[config.mk]
export PLATFORM = sky130hd
export DESIGN_NAME = condicionador_botoes
export DESIGN_NICKNAME = d
export VERILOG_FILES = /design/src/rtl/condicionador_botoes_pkg.sv /design/src/rtl/condicionador_botoes_debounce_canal.sv /design/src/rtl/condicionador_botoes.sv
export SDC_FILE = /design/constraint.sdc
export NUM_CORES = 1
export LEC_CHECK = 0
export ABC_AREA = 1
export BUFFER_PORTS_ARGS = -buffer_cell sky130_fd_sc_hd__buf_2
export CAP_MARGIN = 20
export CELL_PAD_IN_SITES_DETAIL_PLACEMENT = 1
export CELL_PAD_IN_SITES_GLOBAL_PLACEMENT = 2
export CORE_ASPECT_RATIO = 0.8
export CORE_MARGIN = 2
export CORE_UTILIZATION = 23
export CTS_CLUSTER_DIAMETER = 100
export DETAILED_ROUTE_END_ITERATION = 12
export GPL_ROUTABILITY_DRIVEN = 0
export PLACE_DENSITY = 0.55
export SYNTH_ARGS = -nofsm -noshare
export SYNTH_HDL_FRONTEND = slang
export SYNTH_SLANG_ARGS = --single-unit
[constraint.sdc]
create_clock -name clk -period 1.6 [get_ports clk]
set_input_delay 0.32 -clock clk [delete_from_list [all_inputs] [get_ports clk]]
set_output_delay 0.32 -clock clk [all_outputs]
set_load 0.01 [all_outputs]
[src/rtl/condicionador_botoes_pkg.sv]
// Shared types and constants for the push-button conditioner.
// Channel state encoding and button index map (0 = conta, 1 = pausa, 2 = para).
package condicionador_botoes_pkg;

    typedef enum logic [1:0] {
        SOLTO          = 2'd0,
        CONFIRMA_PRESS = 2'd1,
        PRESSIONADO    = 2'd2,
        CONFIRMA_SOLTA = 2'd3
    } estado_canal_t;

    localparam int unsigned BOTAO_CONTA = 0;
    localparam int unsigned BOTAO_PAUSA = 1;
    localparam int unsigned BOTAO_PARA  = 2;

    // Debounced level is "pressed" while pressed or while a release is being confirmed.
    function automatic logic nivel_do_estado(estado_canal_t estado);
        return (estado == PRESSIONADO) || (estado == CONFIRMA_SOLTA);
    endfunction

endpackage

[src/rtl/condicionador_botoes_debounce_canal.sv]
// One button channel: 2-FF synchronizer, stability counter and press/release FSM.
// Emits a one-cycle registered pulse per accepted press and a registered debounced level.
module debounce_canal
    import condicionador_botoes_pkg::*;
#(
    parameter int unsigned TEMPO_DEBOUNCE = 1000000
) (
    input  logic clk_i,
    input  logic rst_ni,
    input  logic botao_ni,
    output logic pulso_o,
    output logic nivel_o
);

    localparam int unsigned CONT_W = $clog2(TEMPO_DEBOUNCE + 1);
    localparam logic [CONT_W-1:0] CNT_FIM = CONT_W'(TEMPO_DEBOUNCE - 1);
    localparam logic [CONT_W-1:0] CNT_UM  = CONT_W'(1);

    logic              sync1_q, sync2_q;
    logic              s;
    estado_canal_t     estado_q, estado_d;
    logic [CONT_W-1:0] cnt_q, cnt_d;
    logic              pulso_q, pulso_d;
    logic              nivel_q, nivel_d;

    // Synchronizer resets to "released" so reset never looks like a press.
    always_ff @(posedge clk_i or negedge rst_ni) begin
        if (!rst_ni) begin
            sync1_q <= 1'b1;
            sync2_q <= 1'b1;
        end else begin
            sync1_q <= botao_ni;
            sync2_q <= sync1_q;
        end
    end

    assign s = ~sync2_q;

    always_comb begin
        estado_d = estado_q;
        cnt_d    = cnt_q;
        pulso_d  = 1'b0;
        unique case (estado_q)
            SOLTO: begin
                if (s) begin
                    estado_d = CONFIRMA_PRESS;
                    cnt_d    = CNT_UM;
                end
            end
            CONFIRMA_PRESS: begin
                if (!s) begin
                    estado_d = SOLTO;
                    cnt_d    = '0;
                end else if (cnt_q == CNT_FIM) begin
                    estado_d = PRESSIONADO;
                    cnt_d    = '0;
                    pulso_d  = 1'b1;
                end else begin
                    cnt_d = cnt_q + CNT_UM;
                end
            end
            PRESSIONADO: begin
                if (!s) begin
                    estado_d = CONFIRMA_SOLTA;
                    cnt_d    = CNT_UM;
                end
            end
            CONFIRMA_SOLTA: begin
                if (s) begin
                    estado_d = PRESSIONADO;
                    cnt_d    = '0;
                end else if (cnt_q == CNT_FIM) begin
                    estado_d = SOLTO;
                    cnt_d    = '0;
                end else begin
                    cnt_d = cnt_q + CNT_UM;
                end
            end
            default: begin
                estado_d = SOLTO;
                cnt_d    = '0;
            end
        endcase
        nivel_d = nivel_do_estado(estado_d);
    end

    always_ff @(posedge clk_i or negedge rst_ni) begin
        if (!rst_ni) begin
            estado_q <= SOLTO;
            cnt_q    <= '0;
            pulso_q  <= 1'b0;
            nivel_q  <= 1'b0;
        end else begin
            estado_q <= estado_d;
            cnt_q    <= cnt_d;
            pulso_q  <= pulso_d;
            nivel_q  <= nivel_d;
        end
    end

    assign pulso_o = pulso_q;
    assign nivel_o = nivel_q;

endmodule

[src/rtl/condicionador_botoes.sv]
// Push-button front end: one debounce channel per button feeding the stopwatch FSM.
// Define PULSO_EXCLUSIVO_EN to make pulsos one-hot-or-zero (highest index wins).
module condicionador_botoes
    import condicionador_botoes_pkg::*;
#(
    parameter int unsigned NUM_BOTOES     = 3,
    parameter int unsigned TEMPO_DEBOUNCE = 1000000
) (
    input  logic                  clk,
    input  logic                  reset,
    input  logic [NUM_BOTOES-1:0] botoes_n,
    output logic [NUM_BOTOES-1:0] pulsos,
    output logic [NUM_BOTOES-1:0] nivel
);

    logic [NUM_BOTOES-1:0] pulsos_canal;

    for (genvar gi = 0; gi < NUM_BOTOES; gi++) begin : g_canal
        debounce_canal #(
            .TEMPO_DEBOUNCE(TEMPO_DEBOUNCE)
        ) u_canal (
            .clk_i   (clk),
            .rst_ni  (reset),
            .botao_ni(botoes_n[gi]),
            .pulso_o (pulsos_canal[gi]),
            .nivel_o (nivel[gi])
        );
    end

`ifdef PULSO_EXCLUSIVO_EN
    // Lower-index pulses colliding with a higher one are dropped, not deferred.
    always_comb begin
        logic achou;
        pulsos = '0;
        achou  = 1'b0;
        for (int i = NUM_BOTOES - 1; i >= 0; i--) begin
            if (pulsos_canal[i] && !achou) begin
                pulsos[i] = 1'b1;
                achou     = 1'b1;
            end
        end
    end
`else
    assign pulsos = pulsos_canal;
`endif

endmodule

Word-level counts from Yosys, hierarchy flattened
Index checks and enable logic that the tools add are counted.
{ "op_classes": {"add_sub_neg": 3, "n_eq_ne": 24, "muxes": 48, "n_reduce_logical": 9} }
{ "op_table": {"columns": ["cell", "n"], "rows": [
  ["$mux 20", 15],
  ["$pmux 20 s4", 3],
  ["$add 20x1->20 const B", 3],
  ["$eq 20x20->1 const B", 3],
  ["$mux 2", 18],
  ["$eq 2x2->1 const B", 12],
  ["$pmux 2 s4", 3],
  ["$mux 1", 9],
  ["$eq 2x1->1 const B", 3],
  ["$logic_not 2->1", 3],
  ["$ne 2x1->1 const B", 3],
  ["$ne 2x2->1 const B", 3],
  ["$reduce_and 2->1", 3],
  ["$logic_or 1x1->1", 3]
]} }
{ "word_totals": {"regBits": 78, "input_bits": 5, "wordCells": 102} }

Longest topological paths before layout
{ "logic_depth": {"ltp_word": 6, "mapped_depth": 10, "mapped_depth_nobuf": 10} }

By module
From an unflattened synthesis, not the netlist that was laid out.
{ "hier_totals": {"hier_cells": 618, "area_unflattened_um2": 4654.5} }
{ "modules_own_cells": {"columns": ["module", "n_inst", "cells_per_inst", "area_per_inst_um2"], "rows": [
  ["debounce_canal", 3, 206, 1551.5]
]} }

Least setup slack after synthesis
OpenSTA, ideal clock, no wires.
{ "synth_path": {"kind": "register to register", "start": "reg g_canal[2].u_canal.cnt_q[0]", "end": "reg g_canal[2].u_canal.cnt_q[6]", "setup_ns": 0.128, "arrival_time_ns": 1.288, "slack_ns": 0.184, "path_stages_with_launch": 10, "n_path_buf": 1, "synth_period_minus_slack_ns": 1.416, "path_cell_list": "dfrtp_1 > ha_1 > nand2_2 > nor2_4 > nand3_1 > nor2_2 > inv_2 > nand2_2 > buf_6 > o22ai_1"} }
{ "synth_via": {"elab_chain_cells": 4, "word_cells_on_any_way": 6} }
{ "synth_rtl": {"columns": ["element", "line_no", "source"], "rows": [
  ["start: declaration", "condicionador_botoes_debounce_canal.sv:22", "logic [CONT_W-1:0] cnt_q, cnt_d;"],
  ["start signal: assignment", "condicionador_botoes_debounce_canal.sv:95", "cnt_q <= cnt_d;"],
  ["$add 20x1->20 or $eq 20x20->1 (tied branches)", null, null],
  ["$mux 20 *", "condicionador_botoes_debounce_canal.sv:54, condicionador_botoes_debounce_canal.sv:72", null],
  ["$mux 20 (on tied branches)", "condicionador_botoes_debounce_canal.sv:69, condicionador_botoes_debounce_canal.sv:51", null],
  ["$pmux 20 s4 *", "condicionador_botoes_debounce_canal.sv:43", "unique case (estado_q)"]
]} }
Mark *: on every way between the ends. The rest lies on a longest branch, timed or not.
A chain may end at the register's enable or synchronous reset.

Final worst setup path
{ "layout_path": {"start": "reg g_canal[0].u_canal.cnt_q[0]", "end": "reg g_canal[0].u_canal.cnt_q[4]"} }
{ "layout_via": {"elab_chain_cells": 4, "word_cells_on_any_way": 6} }
{ "layout_rtl": {"columns": ["element", "line_no"], "rows": [
  ["start: declaration", "condicionador_botoes_debounce_canal.sv:22"],
  ["start signal: assignment", "condicionador_botoes_debounce_canal.sv:95"],
  ["$add 20x1->20 or $eq 20x20->1 (tied branches)", null],
  ["$mux 20 *", "condicionador_botoes_debounce_canal.sv:54, condicionador_botoes_debounce_canal.sv:72"],
  ["$mux 20 (on tied branches)", "condicionador_botoes_debounce_canal.sv:69, condicionador_botoes_debounce_canal.sv:51"],
  ["$pmux 20 s4 *", "condicionador_botoes_debounce_canal.sv:43"]
]} }
Marked as above.

==> summary.md <==
| Metric | Value |
|---|---|
| CORE AREA | 19,100 um^2 |
| Post-synth top area share | 39.8% |
| Register bit total from synthesis | 78 |
| Standby leakage power | 2.49 nW |
| Cells after Synth | 577 |
| Synth cell types | 34 |
| Crit path from | g_canal[0].u_canal.cnt_q[0] |
| CP top delay family | simple AND/OR/NAND/NOR gates |
| Clock skew | 8.60 ps |
| Worst-Skew Late Latency | 340 ps |
| First-pass GRT wire length | 21,300 um |
| Initial antenna violation count | 0 |
| Most frequent cell after synthesis | nand2_1 |
| Peak VDD IR | 0.404 mV |
| PortBufs | 10 |
| Critical Path Max Stage Delay | 370 ps |
| Setup CP Type | register to register |
| Crit-path slowest cell | dfrtp_1 |
| Worst min-delay path class | input pin to async pin |
| Status | complete, but fails checks |
| Hpwl dp | 8720 um |
| Final Cell Area | 5790 um^2 |
| EDFF count, synth | 0 |
| Slew Limit Fails | 0 |
| Grt total ovfl | 0 |
| Routed Wire Length | 12,500 um |
| Cts hold-fix bufs | 0 |
| Worst-path fanout max | 11 |
| Drt via density | 4.32 |
| Worst endpoint required time | 1840 ps |
| DIE AREA | 20,800 um^2 |
| Max Cap Viol | 0 |
| Root Buffer | clkbuf_16 |
| DRC | 0 |
| Critical path arrival | 1830 ps |
| Initial core utilization | 23.7% |
| Drt first pass iters | 4 |
| Net Count, Synth | 585 |
| R2r startpoint | g_canal[0].u_canal.cnt_q[0] |
| Vias in the first global route | 4,128 |
| Clock Tree Buf Depth | 2 |
| Post-synth top cells | nand2_1, dfrtp_1, inv_1, nand3_1, nor2_1 |
| Diode count | 0 |
| Share of cells above drive strength 1 | 26.9% |
| CTS tree | done |
| Fin nets | 643 |
| Total track usage | 12.9% |
| Row Count | 45 |
| Setup crit end kind | register |
| Seq/Total Area, Yosys | 43.2% |
| Die Width | 161 um |
| Final Cycle Share | 99.6% |
| Antenna-violating nets left | 0 |
| Max Freq | 627 MHz |
| Post-Layout Cell Count | 898 |
| Synth-to-layout area growth | 27.8% |
| Hold slack | -8.30 ps |
| Pwr/cell area | 815 nW/um^2 |
| Final hold violation count | 3 |
| Post-DP Area | 5100 um^2 |
| Failing checks | negative hold slack |
| Largest net degree at the start of global routing | 79 |
| Final setup vio count | 0 |
| Avg Synthesized Cell Area | 7.85 um^2 |
| Critical path buffer and inverter count | 1 |
| Max_slew headroom | 68.1% |
| Post-Synthesis Cell Area | 4530 um^2 |
| Clk slew on worst S/H paths | 70 ps |
| Placed Cells | 865 |
| Fin crit period | 1590 ps |
| Leading area contributor after synthesis | dfrtp_1 |
| Vias | 3,882 |
| Yosys warns | 0 |
| Ys async rst share | 100% |
| Most used cell, CP | nor2_4 |
| Synth Flop Type | dfrtp_1 |
| H-tree level count | 3 |
| Critical path cell sequence | ha_2, nand2_2, nor2_4, nand3_2, nor2_4, nor2_4, buf_12, a21bo_2 |
| Sink Count | 78 |
| Cts bufs inserted | 9 |
| RSZ-0062 raised after global routing | true |
| CP startpoint kind | register |
| Ranking of synthesized cells by area | dfrtp_1, nand2_1, inv_1 |
| Worst-Margin Slew | 479 ps |
| Die Ht | 130 um |
| Num ports | 11 |
| 1st-iter DRT viols | 143 |
| WL per Instance | 13.9 um |
what timing repair did:
action,4_1_cts,5_1_grt
gates resized for setup,8,52
setup buffers,8,8
pin swaps,6,16
cloned,0,1
endpoints found under the setup margin,45,53
power by group:
part	switching (mW)	internal, mW
Combinational	0.192	0.134
Sequential	0.0316	2.02
Clock	0.893	1.45
Total	1.12	3.60
placed cells by master (no fill, tap or decap), types with 6 or more instances in the layout:
cell       count
nand3_1       36
buf_12         7
xor2_1        26
nor3_1         8
dfrtp_1       70
o21ai_0        9
o21ai_1       29
nor2_1        40
clkbuf_16      9
buf_4         42
inv_1         68
nand3_2       14
a21oi_1        8
nand4_1       15
o22ai_1        9
dfstp_2        6
nand2_1      141
nor2_4        16
buf_2          9
nand2_2       25
stage by stage:
step | hold WS [ps] | total power [mW] | setup WS, ps | TNS, ps | utilization, %
floorplan | 24.4 | 2.21 | 184 | 0 | -
global placement | 349 | 2.35 | -61.6 | -891 | 26.7
detailed placement | 348 | 2.35 | -103 | -2350 | 26.7
CTS | 22.1 | 4.79 | -1.13 | -1.13 | 29.1
global route | 31.6 | 4.93 | -98.1 | -1480 | 30.3
finish | -8.30 | 4.72 | 6.26 | 0 | 30.3
flip-flops by register name, indices dropped and copies added (netlist names):
signal,flops
g_canal.u_canal.nivel_o,3
g_canal.u_canal.sync2_q,3
g_canal.u_canal.estado_q,6
g_canal.u_canal.cnt_q,60
g_canal.u_canal.pulso_o,3
g_canal.u_canal.sync1_q,3
kinds of logic (layout without fill, tap and decap cells):
logic type / count (synthesis) / after routing / share of synthesized area, %
AOI/OAI and AO/OA: 64 / 64 / 7.84
xor gates and xnor gates: 30 / 30 / 5.80
adders and majority gates: 3 / 3 / 0.828
buffers and inverters: 86 / 148 / 8.31
DFF: 78 / 78 / 43.2
and+or+nand+nor: 316 / 317 / 34.0
layer usage:
layer  wire [um]  GRT usage, %  vias to the layer above
met1        6730          18.5                     1894
met4         132          3.47                        0
met2        5370          19.4                       20
met5           0             0                        -
met3         279          3.04                       11
li1            -             -                     1957
final timing paths:
check	slack [ps]	endpoint	cells past startpoint
max	6	g_canal[0].u_canal.cnt_q[4]	8
min	-8	g_canal[0].u_canal.estado_q[1]	2
max reg2reg	6	g_canal[0].u_canal.cnt_q[4]	8
min reg2reg	360	g_canal[1].u_canal.sync2_q	0
max in group asynchronous	1190	g_canal[2].u_canal.cnt_q[4]	2
min in group clk	70	g_canal[1].u_canal.sync1_q	1
final cells by class:
class	instances	area (um^2)
multi-input combinational	414	2390
clock buffer	11	253
inverter	73	274
tap	258	323
clock inverter	5	81.3
sequential	78	1960
timing repair buffer	59	512
fill	2313	13400
(Power assumes the default switching activity.)
